==> config.mk <==
export PLATFORM = sky130hd
export DESIGN_NAME = mult_job_sequencer_flat
export DESIGN_NICKNAME = d
export VERILOG_FILES = /design/src/rtl/mult_job_sequencer_pkg.sv /design/src/rtl/mult_job_sequencer_if.sv /design/src/rtl/mult_job_sequencer_operand_fifo.sv /design/src/rtl/mult_job_sequencer.sv /design/src/flat_wrapper.sv
export SDC_FILE = /design/constraint.sdc
export NUM_CORES = 1
export LEC_CHECK = 0
export CORE_MARGIN = 5
export CORE_UTILIZATION = 30
export CTS_CLUSTER_DIAMETER = 30
export DETAILED_ROUTE_END_ITERATION = 6
export MAX_ROUTING_LAYER = met4
export SETUP_SLACK_MARGIN = 0.4
export SLEW_MARGIN = 20
export SYNTH_ARGS = -nofsm -noshare
export SYNTH_HDL_FRONTEND = slang
export SYNTH_SLANG_ARGS = --single-unit
export TNS_END_PERCENT = 50
==> constraint.sdc <==
create_clock -name clk -period 1.9 [get_ports clk]
set_clock_uncertainty 0.2 [all_clocks]
set_input_delay 0.19 -clock clk [delete_from_list [all_inputs] [get_ports clk]]
set_output_delay 0.19 -clock clk [all_outputs]
set_load 0.02 [all_outputs]
==> src/rtl/mult_job_sequencer_pkg.sv <==
// Shared definitions for the multiply job sequencer: FSM states and product width.
package mult_job_sequencer_pkg;

    typedef enum logic [2:0] {
        ST_IDLE,
        ST_ISSUE,
        ST_WAIT,
        ST_CAPTURE,
        ST_STALL
    } seq_state_t;

    // Product of two w-bit operands needs 2*w bits.
    function automatic int unsigned product_width(input int unsigned w);
        return 2 * w;
    endfunction

endpackage

==> src/rtl/mult_job_sequencer_if.sv <==
// Bundles the operand stream, product stream and multiplier-side signals.
interface mult_job_sequencer_if
    import mult_job_sequencer_pkg::*;
#(
    parameter int unsigned WIDTH = 4
) ();
    localparam int unsigned PW = product_width(WIDTH);

    logic             in_valid;
    logic             in_ready;
    logic [WIDTH-1:0] in_a;
    logic [WIDTH-1:0] in_b;
    logic [WIDTH-1:0] mult_a;
    logic [WIDTH-1:0] mult_b;
    logic             mult_start;
    logic             mult_done;
    logic [PW-1:0]    mult_product;
    logic             out_valid;
    logic             out_ready;
    logic [PW-1:0]    out_product;
    logic             busy;

    // Environment side: producer, consumer and multiplier control/datapath.
    modport master (
        output in_valid, in_a, in_b, mult_done, mult_product, out_ready,
        input  in_ready, mult_a, mult_b, mult_start, out_valid, out_product, busy
    );

    // Sequencer side.
    modport slave (
        input  in_valid, in_a, in_b, mult_done, mult_product, out_ready,
        output in_ready, mult_a, mult_b, mult_start, out_valid, out_product, busy
    );
endinterface

==> src/rtl/mult_job_sequencer_operand_fifo.sv <==
// Small power-of-two FIFO holding packed {a, b} operand pairs.
module mult_operand_fifo #(
    parameter int unsigned DATA_W     = 8,
    parameter int unsigned FIFO_DEPTH = 2
) (
    input  logic              clk,
    input  logic              rst,
    input  logic              push,
    input  logic [DATA_W-1:0] push_data,
    input  logic              pop,
    output logic              full,
    output logic              empty,
    output logic [DATA_W-1:0] head
);
    localparam int unsigned AW = $clog2(FIFO_DEPTH);
    localparam int unsigned CW = AW + 1;

    logic [DATA_W-1:0] mem [FIFO_DEPTH];
    logic [AW-1:0]     wr_ptr;
    logic [AW-1:0]     rd_ptr;
    logic [CW-1:0]     count;

    // Storage array; contents are don't-care until written, so no reset.
    always_ff @(posedge clk) begin
        if (push) begin
            mem[wr_ptr] <= push_data;
        end
    end

    // Pointers wrap naturally at the power-of-two depth; count tracks occupancy.
    always_ff @(posedge clk) begin
        if (rst) begin
            wr_ptr <= '0;
            rd_ptr <= '0;
            count  <= '0;
        end else begin
            if (push) begin
                wr_ptr <= wr_ptr + 1'b1;
            end
            if (pop) begin
                rd_ptr <= rd_ptr + 1'b1;
            end
            unique case ({push, pop})
                2'b10:   count <= count + 1'b1;
                2'b01:   count <= count - 1'b1;
                default: ;
            endcase
        end
    end

    assign full  = (count == CW'(FIFO_DEPTH));
    assign empty = (count == '0);
    assign head  = mem[rd_ptr];
endmodule

==> src/rtl/mult_job_sequencer.sv <==
// Front end for the shift-add multiplier: buffers operand pairs, issues one
// job at a time and holds each product on a valid/ready output stream.
module mult_job_sequencer
    import mult_job_sequencer_pkg::*;
#(
    parameter int unsigned WIDTH      = 4,
    parameter int unsigned FIFO_DEPTH = 2
) (
    input logic                 clk,
    input logic                 rst,
    mult_job_sequencer_if.slave bus
);
    localparam int unsigned PW = product_width(WIDTH);

    seq_state_t       state;
    logic             fifo_full;
    logic             fifo_empty;
    logic [PW-1:0]    fifo_head;
    logic             push;
    logic             pop;
    logic             slot_free;
    logic [WIDTH-1:0] mult_a_q;
    logic [WIDTH-1:0] mult_b_q;
    logic             mult_start_q;
    logic             out_valid_q;
    logic [PW-1:0]    out_product_q;

    assign push      = bus.in_valid && !fifo_full;
    assign pop       = (state == ST_IDLE) && !fifo_empty;
    assign slot_free = !out_valid_q || bus.out_ready;

    mult_operand_fifo #(
        .DATA_W     (PW),
        .FIFO_DEPTH (FIFO_DEPTH)
    ) u_fifo (
        .clk       (clk),
        .rst       (rst),
        .push      (push),
        .push_data ({bus.in_a, bus.in_b}),
        .pop       (pop),
        .full      (fifo_full),
        .empty     (fifo_empty),
        .head      (fifo_head)
    );

    // Job FSM with registered operand, start and output-slot registers.
    // A drain and a capture in the same cycle: the later out_valid write wins.
    always_ff @(posedge clk) begin
        if (rst) begin
            state         <= ST_IDLE;
            mult_a_q      <= '0;
            mult_b_q      <= '0;
            mult_start_q  <= 1'b0;
            out_valid_q   <= 1'b0;
            out_product_q <= '0;
        end else begin
            mult_start_q <= 1'b0;
            if (out_valid_q && bus.out_ready) begin
                out_valid_q <= 1'b0;
            end
            unique case (state)
                ST_IDLE: begin
                    if (!fifo_empty) begin
                        mult_a_q     <= fifo_head[PW-1 -: WIDTH];
                        mult_b_q     <= fifo_head[WIDTH-1:0];
                        mult_start_q <= 1'b1;
                        state        <= ST_ISSUE;
                    end
                end
                ST_ISSUE: begin
                    state <= ST_WAIT;
                end
                ST_WAIT: begin
                    if (bus.mult_done) begin
                        state <= ST_CAPTURE;
                    end
                end
                ST_CAPTURE, ST_STALL: begin
                    if (slot_free) begin
                        out_product_q <= bus.mult_product;
                        out_valid_q   <= 1'b1;
                        state         <= ST_IDLE;
                    end else begin
                        state <= ST_STALL;
                    end
                end
                default: begin
                    state <= ST_IDLE;
                end
            endcase
        end
    end

    assign bus.in_ready    = !fifo_full;
    assign bus.mult_a      = mult_a_q;
    assign bus.mult_b      = mult_b_q;
    assign bus.mult_start  = mult_start_q;
    assign bus.out_valid   = out_valid_q;
    assign bus.out_product = out_product_q;
    assign bus.busy        = (state != ST_IDLE) || !fifo_empty;
endmodule

==> src/flat_wrapper.sv <==
// flat-port wrapper written by rule: the top's interface ports become plain ports
module mult_job_sequencer_flat import mult_job_sequencer_pkg::*;
#(
    parameter int unsigned WIDTH      = 4,
    parameter int unsigned FIFO_DEPTH = 2
)
  (clk, rst, bus_in_valid, bus_in_a, bus_in_b, bus_mult_done, bus_mult_product, bus_out_ready, bus_in_ready, bus_mult_a, bus_mult_b, bus_mult_start, bus_out_valid, bus_out_product, bus_busy);
  mult_job_sequencer_if #(.WIDTH(WIDTH)) bus_i ();
  input logic clk;
  input logic rst;
  input wire logic [$bits(bus_i.in_valid)-1:0] bus_in_valid;
  input wire logic [$bits(bus_i.in_a)-1:0] bus_in_a;
  input wire logic [$bits(bus_i.in_b)-1:0] bus_in_b;
  input wire logic [$bits(bus_i.mult_done)-1:0] bus_mult_done;
  input wire logic [$bits(bus_i.mult_product)-1:0] bus_mult_product;
  input wire logic [$bits(bus_i.out_ready)-1:0] bus_out_ready;
  output wire logic [$bits(bus_i.in_ready)-1:0] bus_in_ready;
  output wire logic [$bits(bus_i.mult_a)-1:0] bus_mult_a;
  output wire logic [$bits(bus_i.mult_b)-1:0] bus_mult_b;
  output wire logic [$bits(bus_i.mult_start)-1:0] bus_mult_start;
  output wire logic [$bits(bus_i.out_valid)-1:0] bus_out_valid;
  output wire logic [$bits(bus_i.out_product)-1:0] bus_out_product;
  output wire logic [$bits(bus_i.busy)-1:0] bus_busy;
  assign bus_i.in_valid = bus_in_valid;
  assign bus_i.in_a = bus_in_a;
  assign bus_i.in_b = bus_in_b;
  assign bus_i.mult_done = bus_mult_done;
  assign bus_i.mult_product = bus_mult_product;
  assign bus_i.out_ready = bus_out_ready;
  assign bus_in_ready = bus_i.in_ready;
  assign bus_mult_a = bus_i.mult_a;
  assign bus_mult_b = bus_i.mult_b;
  assign bus_mult_start = bus_i.mult_start;
  assign bus_out_valid = bus_i.out_valid;
  assign bus_out_product = bus_i.out_product;
  assign bus_busy = bus_i.busy;
  mult_job_sequencer #(.WIDTH(WIDTH), .FIFO_DEPTH(FIFO_DEPTH)) u_core (.clk(clk), .rst(rst), .bus(bus_i));
endmodule
==> results.toml, run 1 <==
[setup_path]
cp_slowest_cell = "or3_4"
crit_family = "simple AND/OR/NAND/NOR gates"
endpoint_kind = "flip-flop"
cp_max_fo = 2
critPathLaunchType = "flip-flop"
crit_chain = "or3_4 -> nor2_4 -> ha_4 -> or3_1 -> a21oi_1"
worstSetupPathType = "flip-flop to flip-flop"
max_stage_delay_ps = 400
crit_buf_inv = 0
cp_data_required_time_ps = 1930
crit_arrival_ps = 1830

[power]
p_sw_frac = 0.353
cellPowerDensity_nw_per_um2 = 1350
power.leakage_uw = 0.000898
internal-power_uw = 2000
p_sw_uw = 1090
comb_power_share = 0.420
power_frac_clock = 0.177
ir_worst_vdd_uv = 624
power_frac_seq = 0.402

[layout]
drive_above_1_share = 0.201
area_growth_pct = 41.9
nNetsFinal = 205
fin_util = 0.441
n_fill_cell = 496
diodes = 0

[yosys]
synth_area_per_cell_sq_um = 12.3
synth-xor-area-share = 0.0163
synth.largest_area_cell = "dfxtp_1"
synth_cell_type_count = 30
synth_cells = 131
synth_compound_area_frac = 0.0918
synthMuxAreaShare = 0.106
yosys.area_share.simple = 0.143
syn_nets = 153
synth-seq-cells = 41
synth_top_family_by_area = "simple AND/OR/NAND/NOR gates"
yosys.area.top_type_share = 0.311
ys_top_cells_by_area = "dfxtp_1 (31%), edfxtp_1 (30%), mux2i_1 (11%), nand2b_1 (7.0%), a21oi_1 (3.7%)"
ys_seq_area_frac = 0.610
synth_warnings = 0
netlist_area_sq_um = 1610
synthAdderAreaFrac = 0.00778

[sta]
max_slew.worst_pin.slew_ps = 506
setup-violations-final = 0
fmax_mhz = 556
final.min_clock_period_ps = 1800
rsz0062_at_grt = "yes"
finalHoldViolCount = 0
holdWs_ps = 265
slew-limit-headroom = 0.662
slew_violations = 0
min_period_over_period = 0.946

[routing]
antenna_left = 0
first_pass_iters = 4
wire_per_inst_um = 13.5
drc = 0
drt_wl_total_mm = 3.42
via_count = 1136
vias_per_cell = 4.47
drt_iter0_markers = 31

[placement]
gp_congestion = 0.704
post-dp-hpwl_mm = 2.45
port_buffers = 40

[floorplanning]
design.core.area_sq_um = 5170
die_area_sq_um = 6920
chipHeight_um = 83.2
start_util = 0.311
rows = 26
io-pin-count = 41
die_w_um = 83.2

[status]
status = "complete, no violations"

[cts]
cts_tree = "built"
clock_latency_ps = 290
cts_hold_buf = 0
cts-htree-levels = 2
clockRootBuffer = "clkbuf_8"
clkSinkCount = 41
numCtsBuffers = 5
path_clk_slew_ps = 80
clockBufferDepth = 2

[grt]
antenna_found_initial = 0
groute.usage.overall = 0.104
grt_max_degree = 34
grt_pass1_vias = 1183
grt_pass1_wl_mm = 5.61
overflow = 0

[job]
max_cap_viol_count = 0

[min_path]
hold_path_class = "input pin to flip-flop"
## timing repair
action / CTS / global route
pin swaps: 2 / 1
gates resized for setup: 25 / 12
setup endpoints to repair: 38 / 31
setup buffers: 3 / 2
## power groups by stage
stage | Sequential, uW | Clock (uW) | Combinational, uW
final | 1240 | 548 | 1300
after global routing | 1270 | 610 | 1430
after CTS | 1240 | 568 | 1240
after detailed placement | 1250 | 0 | 1230
after global placement | 1240 | 0 | 1200
after floorplan | 1310 | 0 | 684
## Yosys cell counts
cell type	count
or3_1	2
buf_2	1
o21ai_0	2
ha_1	1
and3_1	1
clkbuf_1	4
nor4_1	1
xor2_1	1
or3_4	1
nor2_1	3
dfxtp_1	25
mux2i_1	17
buf_6	1
nand2_1	2
nand2b_1	18
xnor2_1	2
edfxtp_1	16
nand3b_1	1
clkbuf_2	1
nor3b_1	1
and3b_2	1
nor3_1	3
or2_2	1
a21oi_1	12
a211oi_1	8
a21bo_2	1
nor3_2	1
nor2_2	1
o21a_1	1
inv_1	1
## registers in the layout (all words and copies together) (netlist names)
register / count
u_core.bus.mult_start: 1
u_core.u_fifo.count: 2
u_core.u_fifo.rd_ptr: 1
u_core.u_fifo.mem: 16
u_core.state: 3
u_core.u_fifo.wr_ptr: 1
u_core.bus.out_product: 8
u_core.bus.mult_a: 4
u_core.bus.out_valid: 1
u_core.bus.mult_b: 4
## worst reg2reg max path: stages (launching register included)
cell	delay (ps)
dfxtp_2	330
or3_4	400
nor2_4	120
ha_4	210
or3_1	350
a21oi_1	130
## per-layer routing
metal / share of wire / track usage
met5: 0 / -
met4: 0.012 / 0.0357
met3: 0.065 / 0.0416
met2: 0.50 / 0.175
met1: 0.42 / 0.111
## cell families (layout without fill, tap and decap cells)
family | Yosys count | after routing
AND/OR/NAND/NOR | 37 | 37
buffers and inverters | 8 | 61
AO/OA/AOI/OAI | 24 | 24
multiplexers | 17 | 17
adder cells (fa/ha/maj) | 1 | 1
flip-flops | 41 | 41
XOR/XNOR | 3 | 3
## metrics by stage
stage | cells | power (uW) | TNS (ps) | cell area, sq um | setup WS [ps]
final | 254 | 3090 | 0 | 2280 | 102
after global routing | 254 | 3310 | 0 | 2280 | 49.5
after CTS | 252 | 3040 | 0 | 2230 | 118
after detailed placement | 241 | 2480 | 0 | 2130 | 64.5
after global placement | 241 | 2440 | 0 | 2130 | 129
after floorplan | 131 | 1990 | -1.37 | 1630 | -1.37
## cell type report
type / instances / area [sq um] / share of cell area
clock inverters: 3 / 17.5 / 0.00768
flip-flops and latches: 41 / 986 / 0.432
well taps: 70 / 87.6 / 0.0384
repair buffers: 52 / 487 / 0.213
clock buffers: 5 / 68.8 / 0.0302
multi-input cells: 82 / 632 / 0.277
inverters: 1 / 3.75 / 0.00164
## path summary, 6_finish.rpt
check	startpoint	end	slack, ps	cells past startpoint
max	u_core.state[1]$_SDFFE_PP0P_	u_core.u_fifo.count[1]$_SDFFE_PP0P_	100	5
min	bus_mult_product[6]	u_core.bus.out_product[6]$_SDFFE_PP0P_	260	3
max reg2reg	u_core.state[1]$_SDFFE_PP0P_	u_core.u_fifo.count[1]$_SDFFE_PP0P_	100	5
min reg2reg	u_core.bus.out_product[2]$_SDFFE_PP0P_	u_core.bus.out_product[2]$_SDFFE_PP0P_	270	2
## cell usage in the layout (no fill, tap or decap), types with 2 or more instances in the layout
| cell type | n |
|---|---|
| clkdlybuf4s50_1 | 20 |
| nand2b_1 | 17 |
| buf_6 | 4 |
| or3_1 | 2 |
| nand2_1 | 2 |
| dlygate4sd2_1 | 16 |
| nor2_1 | 2 |
| xnor2_1 | 2 |
| nor2_4 | 2 |
| a211oi_1 | 8 |
| o21ai_0 | 2 |
| a21oi_1 | 12 |
| dlymetal6s2s_1 | 2 |
| dfxtp_1 | 21 |
| edfxtp_1 | 16 |
| dfxtp_2 | 4 |
| clkinv_2 | 2 |
| buf_4 | 8 |
| mux2i_1 | 17 |
| nor3_1 | 3 |
| clkbuf_8 | 5 |
Note: power is estimated with default switching activity, not from simulation.
==> inputs of run 2 (changes only) <==
- GPL_ROUTABILITY_DRIVEN: not set -> 0
- MAX_ROUTING_LAYER: met4 -> not set
==> results.toml, run 2 (same netlist as run 1, synthesis figures left out) <==
[sta]
slew_violations = 0
setup-violations-final = 0
final.min_clock_period_ps = 1800
setup_slack_ps = 102
min_period_over_period = 0.946
slew-limit-headroom = 0.663
finalHoldViolCount = 0
rsz0062_at_grt = "yes"
fmax_mhz = 556
max_slew.worst_pin.slew_ps = 505

[layout]
largest_register_ffs = 16
mostFrequentLayoutCells = "dfxtp_1 (21), clkdlybuf4s50_1 (20), nand2b_1 (17), mux2i_1 (17)"
final_common_cell = "dfxtp_1"
top_register = "u_core.u_fifo.mem"
nNetsFinal = 205
fin_util = 0.441
drive_above_1_share = 0.201
diodes = 0
area_growth_pct = 41.9

[setup_path]
cp_slowest_cell = "or3_4"
regToRegEndpoint = "u_core.u_fifo.count[1]$_SDFFE_PP0P_"
rr_worst_depth = 5
crit_family = "simple AND/OR/NAND/NOR gates"
max_stage_delay_ps = 400
cp-endpoint = "u_core.u_fifo.count[1]$_SDFFE_PP0P_"
crit_chain = "or3_4 -> nor2_4 -> ha_4 -> or3_1 -> a21oi_1"
cp_max_fo = 2
critPathLaunchType = "flip-flop"
critPathLaunch = "u_core.state[1]$_SDFFE_PP0P_"
crit_buf_inv = 0
endpoint_kind = "flip-flop"
r2r-start = "u_core.state[1]$_SDFFE_PP0P_"
cp_data_required_time_ps = 1930
crit_arrival_ps = 1830
rrSetupSlack_ps = 100
worst-path-stages = 5
worstSetupPathType = "flip-flop to flip-flop"

[grt]
grt_pass1_wl_mm = 5.60
grt_max_degree = 34
overflow = 0
grt_pass1_vias = 1182
antenna_found_initial = 0
groute.usage.overall = 0.101

[min_path]
hold_depth = 3
hold_path_class = "input pin to flip-flop"

[routing]
via_count = 1131
antenna_left = 0
first_pass_iters = 4
drc = 0
drt_wl_total_mm = 3.43
drt_iter0_markers = 28
wire_per_inst_um = 13.5
vias_per_cell = 4.45

[placement]
port_buffers = 40
place_ws_ps = 64.5
post-dp-hpwl_mm = 2.45

[floorplanning]
chipHeight_um = 83.2
die_w_um = 83.2
start_util = 0.311
rows = 26
io-pin-count = 41
die_area_sq_um = 6920
design.core.area_sq_um = 5170

[cts]
clockRootBuffer = "clkbuf_8"
clock_latency_ps = 290
clockBufferDepth = 2
cts_tree = "built"
path_clk_slew_ps = 80
cts-htree-levels = 2
cts_hold_buf = 0
numCtsBuffers = 5
clkSinkCount = 41

[job]
max_cap_viol_count = 0

[status]
status = "complete, no violations"

[power]
finalPower_uw = 3090
power.leakage_uw = 0.000898
ir_worst_vdd_uv = 624
cellPowerDensity_nw_per_um2 = 1360
[run 2: cell type report]
cell class                      count  area [sq um]
Clock buffer                        5          68.8
Clock inverter                      3          17.5
Fill cell                         496          2890
Inverter                            1          3.75
Multi-Input combinational cell     82           632
Sequential cell                    41           986
Tap cell                           70          87.6
Timing Repair Buffer               52           487
[run 2: worst min-delay path by stage]
stage                                                 from                                      to  slack (ps)
global route                                   bus_in_b[2]       u_core.u_fifo.mem[1][2]$_DFFE_PP_         270
finish                                 bus_mult_product[6]  u_core.bus.out_product[6]$_SDFFE_PP0P_         260
CTS                                    bus_mult_product[6]  u_core.bus.out_product[6]$_SDFFE_PP0P_         260
global placement    u_core.bus.out_product[0]$_SDFFE_PP0P_  u_core.bus.out_product[0]$_SDFFE_PP0P_         260
floorplan                                      bus_in_b[0]       u_core.u_fifo.mem[0][0]$_DFFE_PP_          90
detailed placement  u_core.bus.out_product[0]$_SDFFE_PP0P_  u_core.bus.out_product[0]$_SDFFE_PP0P_         270
[run 2: layer usage]
| layer | GRT usage | wire (um) | up-vias | part of all wire |
|---|---|---|---|---|
| li1 | - | - | 571 | - |
| met1 | 0.108 | 1410 | 512 | 0.41 |
| met2 | 0.175 | 1720 | 42 | 0.50 |
| met3 | 0.0465 | 259 | 6 | 0.075 |
| met4 | 0.0357 | 42 | 0 | 0.012 |
| met5 | 0 | 0 | - | 0 |
[run 2: power by group]
| part | leakage, uW | internal, uW | total (uW) | switching (uW) |
|---|---|---|---|---|
| combinational | 0.000498 | 640 | 1300 | 658 |
| sequential | 0.000356 | 1110 | 1240 | 138 |
| clock | 0.0000439 | 253 | 551 | 298 |
| total | 0.000898 | 2000 | 3090 | 1090 |
[run 2: stage by stage]
step | hold WS (ps) | instance area [sq um] | cells | setup TNS, ps
after floorplan | 88.9 | 1630 | 131 | -1.37
after global placement | 261 | 2130 | 241 | 0
after detailed placement | 269 | 2130 | 241 | 0
after CTS | 265 | 2230 | 252 | 0
after global routing | 266 | 2280 | 254 | 0
final | 265 | 2280 | 254 | 0
[run 2: worst register-to-register path: stages, from the launching register on]
cell and delay (ps):
dfxtp_2 330, or3_4 400, nor2_4 120, ha_4 210, or3_1 350, a21oi_1 130
[run 2: timing repair]
action,in CTS,in global routing
endpoints found under the setup margin,38,31
setup buffers,3,2
resized for setup,25,12
pin swaps,2,1
hold endpoints to repair,0,0
